==> config.mk <==
export PLATFORM = sky130hd
export DESIGN_NAME = ctrl_rx
export DESIGN_NICKNAME = d
export VERILOG_FILES = /design/src/rtl/ctrl_rx.sv
export SDC_FILE = /design/constraint.sdc
export NUM_CORES = 1
export LEC_CHECK = 0
export BUFFER_PORTS_ARGS = -buffer_cell sky130_fd_sc_hd__clkbuf_2
export CAP_MARGIN = 20
export CORE_MARGIN = 2
export CORE_UTILIZATION = 30
export DETAILED_ROUTE_END_ITERATION = 10
export PLACE_DENSITY = 0.58
export SLEW_MARGIN = 20
export SYNTH_ARGS = -nofsm -noshare
export SYNTH_HDL_FRONTEND = slang
export SYNTH_SLANG_ARGS = --single-unit
export TNS_END_PERCENT = 1
==> constraint.sdc <==
create_clock -name clk -period 1.9 [get_ports clk]
set_clock_uncertainty 0.1 [all_clocks]
set_input_delay 0.19 -clock clk [delete_from_list [all_inputs] [get_ports clk]]
set_output_delay 0.19 -clock clk [all_outputs]
set_load 0.03 [all_outputs]
==> src/rtl/ctrl_rx.sv <==
// -----------------------------------------------------------------------------
// ctrl_rx -- receive-side command decoder for the UART command path.
//
// Consumes bytes from the UART RX block, decodes framed commands and drives
// the register file and ALU. Result bytes go to the transmit-side controller
// as latched data plus a single-cycle send flag.
//
// Command frames (command byte recognised only when idle):
//   0xAA addr data   RF write
//   0xBB addr        RF read, wait for RF_RdData_VLD
//   0xCC A B fun     write A->RF[0], B->RF[1], start ALU, wait for result
//   0xDD fun         start ALU on current operands, wait for result
//
// Ports:
//   clk, rst                      clock, asynchronous active-low reset
//   RX_P_DATA, RX_D_VLD           received byte and its one-cycle strobe
//   RF_RdData, RF_RdData_VLD      register file read return
//   ALU_OUT, ALU_OUT_VLD          ALU result return
//   RF_WrEn, RF_RdEn              RF access pulses
//   RF_Address, RF_WrData         RF address / write data (held between cmds)
//   ALU_EN, ALU_FUN               ALU start pulse and function code
//   CLK_GATE_EN                   ALU clock-gate enable, high while ALU busy
//   RF_SEND_TX, RF_SEND_TX_FLAG   latched read byte and its ready pulse
//   ALU_OUT_LATCHED, ALU_SEND_FLAG latched ALU result and its ready pulse
// -----------------------------------------------------------------------------
module ctrl_rx #(
   parameter int DATA_WIDTH = 8,
   parameter int ADDR_WIDTH = 4,
   parameter int FUN_WIDTH  = 4,
   parameter int TIMEOUT    = 32
) (
   input  logic                    clk,
   input  logic                    rst,
   input  logic [DATA_WIDTH-1:0]   RX_P_DATA,
   input  logic                    RX_D_VLD,
   input  logic [DATA_WIDTH-1:0]   RF_RdData,
   input  logic                    RF_RdData_VLD,
   input  logic [2*DATA_WIDTH-1:0] ALU_OUT,
   input  logic                    ALU_OUT_VLD,
   output logic                    RF_WrEn,
   output logic                    RF_RdEn,
   output logic [ADDR_WIDTH-1:0]   RF_Address,
   output logic [DATA_WIDTH-1:0]   RF_WrData,
   output logic                    ALU_EN,
   output logic [FUN_WIDTH-1:0]    ALU_FUN,
   output logic                    CLK_GATE_EN,
   output logic [DATA_WIDTH-1:0]   RF_SEND_TX,
   output logic                    RF_SEND_TX_FLAG,
   output logic [2*DATA_WIDTH-1:0] ALU_OUT_LATCHED,
   output logic                    ALU_SEND_FLAG
);

   localparam logic [DATA_WIDTH-1:0] CMD_WR     = DATA_WIDTH'(8'hAA);
   localparam logic [DATA_WIDTH-1:0] CMD_RD     = DATA_WIDTH'(8'hBB);
   localparam logic [DATA_WIDTH-1:0] CMD_ALU_OP = DATA_WIDTH'(8'hCC);
   localparam logic [DATA_WIDTH-1:0] CMD_ALU_NP = DATA_WIDTH'(8'hDD);

   localparam int                CNT_W    = (TIMEOUT > 2) ? $clog2(TIMEOUT) : 1;
   localparam logic [CNT_W-1:0]  CNT_LAST = CNT_W'(TIMEOUT - 1);

   typedef enum logic [3:0] {
      IDLE,
      WR_ADDR,
      WR_DATA,
      RD_ADDR,
      RD_WAIT,
      OP_A,
      OP_B,
      ALU_FUN_S,
      ALU_WAIT
   } state_t;

   state_t                state;
   logic [CNT_W-1:0]      wait_cnt;
   logic [ADDR_WIDTH-1:0] addr_q;

   always_ff @(posedge clk or negedge rst) begin
      if (!rst) begin
         state           <= IDLE;
         wait_cnt        <= '0;
         addr_q          <= '0;
         RF_WrEn         <= 1'b0;
         RF_RdEn         <= 1'b0;
         RF_Address      <= '0;
         RF_WrData       <= '0;
         ALU_EN          <= 1'b0;
         ALU_FUN         <= '0;
         CLK_GATE_EN     <= 1'b0;
         RF_SEND_TX      <= '0;
         RF_SEND_TX_FLAG <= 1'b0;
         ALU_OUT_LATCHED <= '0;
         ALU_SEND_FLAG   <= 1'b0;
      end else begin
         // NOTE: pulse outputs default low here with non-blocking assignments;
         // a later assignment in the case below wins, giving one-cycle pulses.
         RF_WrEn         <= 1'b0;
         RF_RdEn         <= 1'b0;
         ALU_EN          <= 1'b0;
         RF_SEND_TX_FLAG <= 1'b0;
         ALU_SEND_FLAG   <= 1'b0;

         case (state)
            IDLE: begin
               if (RX_D_VLD) begin
                  case (RX_P_DATA)
                     CMD_WR:     state <= WR_ADDR;
                     CMD_RD:     state <= RD_ADDR;
                     CMD_ALU_OP: state <= OP_A;
                     CMD_ALU_NP: state <= ALU_FUN_S;
                     default:    state <= IDLE;
                  endcase
               end
            end

            WR_ADDR: begin
               if (RX_D_VLD) begin
                  addr_q <= RX_P_DATA[ADDR_WIDTH-1:0];
                  state  <= WR_DATA;
               end
            end

            WR_DATA: begin
               if (RX_D_VLD) begin
                  RF_WrEn    <= 1'b1;
                  RF_Address <= addr_q;
                  RF_WrData  <= RX_P_DATA;
                  state      <= IDLE;
               end
            end

            RD_ADDR: begin
               if (RX_D_VLD) begin
                  RF_RdEn    <= 1'b1;
                  RF_Address <= RX_P_DATA[ADDR_WIDTH-1:0];
                  wait_cnt   <= '0;
                  state      <= RD_WAIT;
               end
            end

            // Incoming RX bytes are deliberately ignored while waiting.
            // A valid strobe takes priority over an expiring timeout.
            RD_WAIT: begin
               if (RF_RdData_VLD) begin
                  RF_SEND_TX      <= RF_RdData;
                  RF_SEND_TX_FLAG <= 1'b1;
                  state           <= IDLE;
               end else if (wait_cnt == CNT_LAST) begin
                  state <= IDLE;
               end else begin
                  wait_cnt <= wait_cnt + 1'b1;
               end
            end

            // Operands A and B always land in RF locations 0 and 1.
            OP_A: begin
               if (RX_D_VLD) begin
                  RF_WrEn    <= 1'b1;
                  RF_Address <= '0;
                  RF_WrData  <= RX_P_DATA;
                  state      <= OP_B;
               end
            end

            OP_B: begin
               if (RX_D_VLD) begin
                  RF_WrEn    <= 1'b1;
                  RF_Address <= ADDR_WIDTH'(1);
                  RF_WrData  <= RX_P_DATA;
                  state      <= ALU_FUN_S;
               end
            end

            ALU_FUN_S: begin
               if (RX_D_VLD) begin
                  ALU_FUN     <= RX_P_DATA[FUN_WIDTH-1:0];
                  ALU_EN      <= 1'b1;
                  CLK_GATE_EN <= 1'b1;
                  wait_cnt    <= '0;
                  state       <= ALU_WAIT;
               end
            end

            // Clock gate stays open until a result arrives or we give up.
            ALU_WAIT: begin
               if (ALU_OUT_VLD) begin
                  ALU_OUT_LATCHED <= ALU_OUT;
                  ALU_SEND_FLAG   <= 1'b1;
                  CLK_GATE_EN     <= 1'b0;
                  state           <= IDLE;
               end else if (wait_cnt == CNT_LAST) begin
                  CLK_GATE_EN <= 1'b0;
                  state       <= IDLE;
               end else begin
                  wait_cnt <= wait_cnt + 1'b1;
               end
            end

            default: state <= IDLE;
         endcase
      end
   end

endmodule

==> key figures <==
Clock tree
  – Htree depth: 3
  – CTS sink cnt: 59
  – Worst skew pair latency: 330 ps
  – CTS root buf: clkbuf_8
  – CTS Buf Count: 9
  – Reg clk slew, reported paths: 60 ps
  – CTS tree: yes
  – Max Root-Sink Buffers: 2

Logic synthesis
  – Avg Cell Area, Syn: 12.7 um2
  – Top FF cell, synth: dfrtp_1
  – EDFF count, synth: 0
  – Share of the synthesized area in the top cell type: 56.6%
  – Cell Area, Synth: 2610 um2
  – Ranking of synthesized cells by area: dfrtp_1 (57%), mux2_1 (14%), mux2_2 (3.9%)
  – Synth area leader: dfrtp_1
  – Syn nets: 244
  – Most common library cells after synthesis: dfrtp_1 (59), mux2_1 (32), mux2_2 (9)
  – Ys async rst share: 100%
  – Yosys cell types: 46
  – Register area share after synthesis: 56.6%
  – Syn. warnings: 0
  – Post-Syn Instances: 205
  – Top-count cell post-synth: dfrtp_1
  – #FFs+latches synth: 59

Worst setup path
  – Crit path largest cell delay: 380 ps
  – CP required: 2020 ps
  – CP max stage cell: dfrtp_1
  – CP Max Fanout: 4
  – Arr. time, crit path: 2130 ps
  – Worst path cell trace: ha_2, and3_4, ha_4, nor4b_4, a221o_1, o211ai_1, mux2_4
  – Worst reg2reg path endpoint: wait_cnt[0]
  – R2R setup slack: -120 ps
  – Critical Path End Type: flop
  – Crit path launch type: flop
  – Worst reg-to-reg path cell count: 7
  – WS Path Type: flop to flop
  – FF-to-FF Start: wait_cnt[1]

Timing
  – Final Worst Setup Slack: -118 ps
  – Worst-margin pin slew: 363 ps
  – Final Slew Violations: 0
  – Fin crit period: 2020 ps
  – Final period util: 106%
  – Hold slack: 16.8 ps
  – Final Hold Fails: 0
  – RSZ-0062 raised after global routing: yes
  – Max Clock Freq: 0.496 GHz
  – Final setup TNS: -244 ps
  – Slew headroom: 75.2%
  – # setup viols final: 4

Min path
  – Hold/Removal Path Class: primary input to flop
  – Hold Path Origin: RX_P_DATA[7]
  – Hold EP: RF_WrData[7]
  – Hold Crit Depth: 2

Final layout
  – Share of layout cells above drive strength 1: 41.4%
  – Final core area utilization: 44.1%
  – ANT cells: 0
  – Design Area, Final: 3790 um2
  – Seq. cell area: 1480 um2
  – Fill cells: 822
  – NumNets Final: 373
  – Non-filler cells, final: 446
  – Area growth from synthesis to layout: 45.3%
  – Area of the multi-input gates: 1110 um2

Route
  – TritonRoute pass-1 iters: 4
  – ANT nets after route: 0
  – WL per Instance: 14.1 um
  – Via count: 2076
  – Remaining DRCs: 0
  – Via/cell ratio: 4.65
  – Post-Route WL: 6.28 mm
  – Number of DRC markers in iteration 0: 115

Power and ir drop
  – P_leak: 1.97 nW
  – IR drop worst, VDD: 342 uV
  – P per Cell Area: 819 nW/um2
  – Pwr Total: 3.11 mW

Place
  – GPL Wtd Cong: 0.775
  – Dpl cell area: 3290 um2
  – Dpl cells: 402
  – PortBufs: 82
  – Worst slack, placed: -241 ps
  – Post-DP HPWL: 4.18 mm

Status
  – Status: complete, but fails checks
  – Violated checks: setup timing

Die
  – I/O pin count: 83
  – DIE AREA: 9460 um2
  – Core area: 8590 um2
  – Die width: 97.3 um
  – Die H: 97.3 um
  – Rows: 34
  – Starting density of the core: 30.4%

Global routing
  – Grt total ovfl: 0
  – Initial antenna violation count: 0
  – GR Util All Layers: 14.1%
  – Vias in the first global route: 2232
  – Pin count of the biggest net entering global routing: 60
  – First-pass GRT wire length: 10.7 mm

Run
  – Max cap viols: 0
[critical path, delay by kind of cell, from the launching register on]
family	cells	cell delay [ps]
AND/OR/NAND/NOR	2	370
adder cells (fa/ha/maj)	2	360
multiplexers	1	300
flip-flops	1	380
AO/OA/AOI/OAI	2	400
[how the worst max path moves through the flow]
| stage | startpoint | end | slack [ps] | cells after the start |
|---|---|---|---|---|
| 6_report | wait_cnt[1] | wait_cnt[0] | -120 | 7 |
| 5_1_grt | wait_cnt[1] | wait_cnt[0] | -250 | 7 |
| 4_1_cts | wait_cnt[0] | wait_cnt[0] | -190 | 7 |
| 3_5_place_dp | wait_cnt[1] | wait_cnt[0] | -240 | 7 |
| 3_3_place_gp | wait_cnt[1] | wait_cnt[0] | -150 | 7 |
| 2_1_floorplan | wait_cnt[0] | wait_cnt[0] | -80 | 7 |
[kinds of logic after synthesis]
family / Yosys count / share of synthesized area, %
AOI/OAI and AO/OA: 34 / 8.77
xor gates and xnor gates: 2 / 0.671
adders and majority gates: 2 / 0.959
buffers and inverters: 18 / 3.12
DFF: 59 / 56.6
muxes: 41 / 17.7
and+or+nand+nor: 49 / 12.2
[power breakdown]
group	switching, mW	internal [mW]
Clock	0.478	0.569
Combinational	0.377	0.233
Sequential	0.0657	1.38
[cells in the final DEF (no fill, tap or decap), types with 2 or more instances in the layout]
master and n:
o21ai_1 3, a21oi_1 4, o21a_1 3, clkinv_2 2, dfrtp_1 57, nor2b_1 5, nand4bb_1 2, nor3_1 3
mux2_1 32, nor2_1 7, nor3b_1 2, dfrtp_2 2, inv_1 6, nand3_1 3, nand2_1 6, a31oi_1 3
clkbuf_2 82, buf_4 19, clkbuf_8 12, dlygate4sd3_1 25, nor4b_4 2, a22o_1 2, buf_12 3, o2bb2ai_1 3
nand3b_1 2, o21ai_0 7, and3b_1 2, mux2_2 8, nand4_1 5
[final cells by class]
cell class / count / share of cell area, %
Sequential cell: 59 / 39.0
Multi-Input combinational cell: 128 / 29.3
Timing Repair Buffer: 129 / 22.8
Clock buffer: 13 / 4.45
Tap cell: 108 / 3.56
Inverter: 7 / 0.693
Clock inverter: 2 / 0.264
[state kept, by name (all words and copies together) (netlist names)]
register,cells
ALU_EN,1
ALU_FUN,4
ALU_OUT_LATCHED,16
ALU_SEND_FLAG,1
CLK_GATE_EN,1
RF_Address,4
RF_RdEn,1
RF_SEND_TX,8
RF_SEND_TX_FLAG,1
RF_WrData,8
RF_WrEn,1
addr_q,4
state,4
wait_cnt,5
[repair_timing]
| item | CTS | global route |
|---|---|---|
| endpoints found under the hold margin | 83 | 0 |
| endpoints found under the setup margin | 5 | 22 |
| hold buffers | 25 | 0 |
| pin swaps | 5 | 3 |
| buffers inserted | 3 | 1 |
| gates cloned | 0 | 0 |
| resized for setup | 4 | 4 |
[layer usage]
metal  global-route usage (%)  up-vias  wire, um
met4                     6.73        0       162
li1                         -     1008         -
met2                     23.1       39      3100
met1                     17.7     1017      2810
met3                     3.38       12       206
met5                        0        -         0
(Power assumes the default switching activity.)
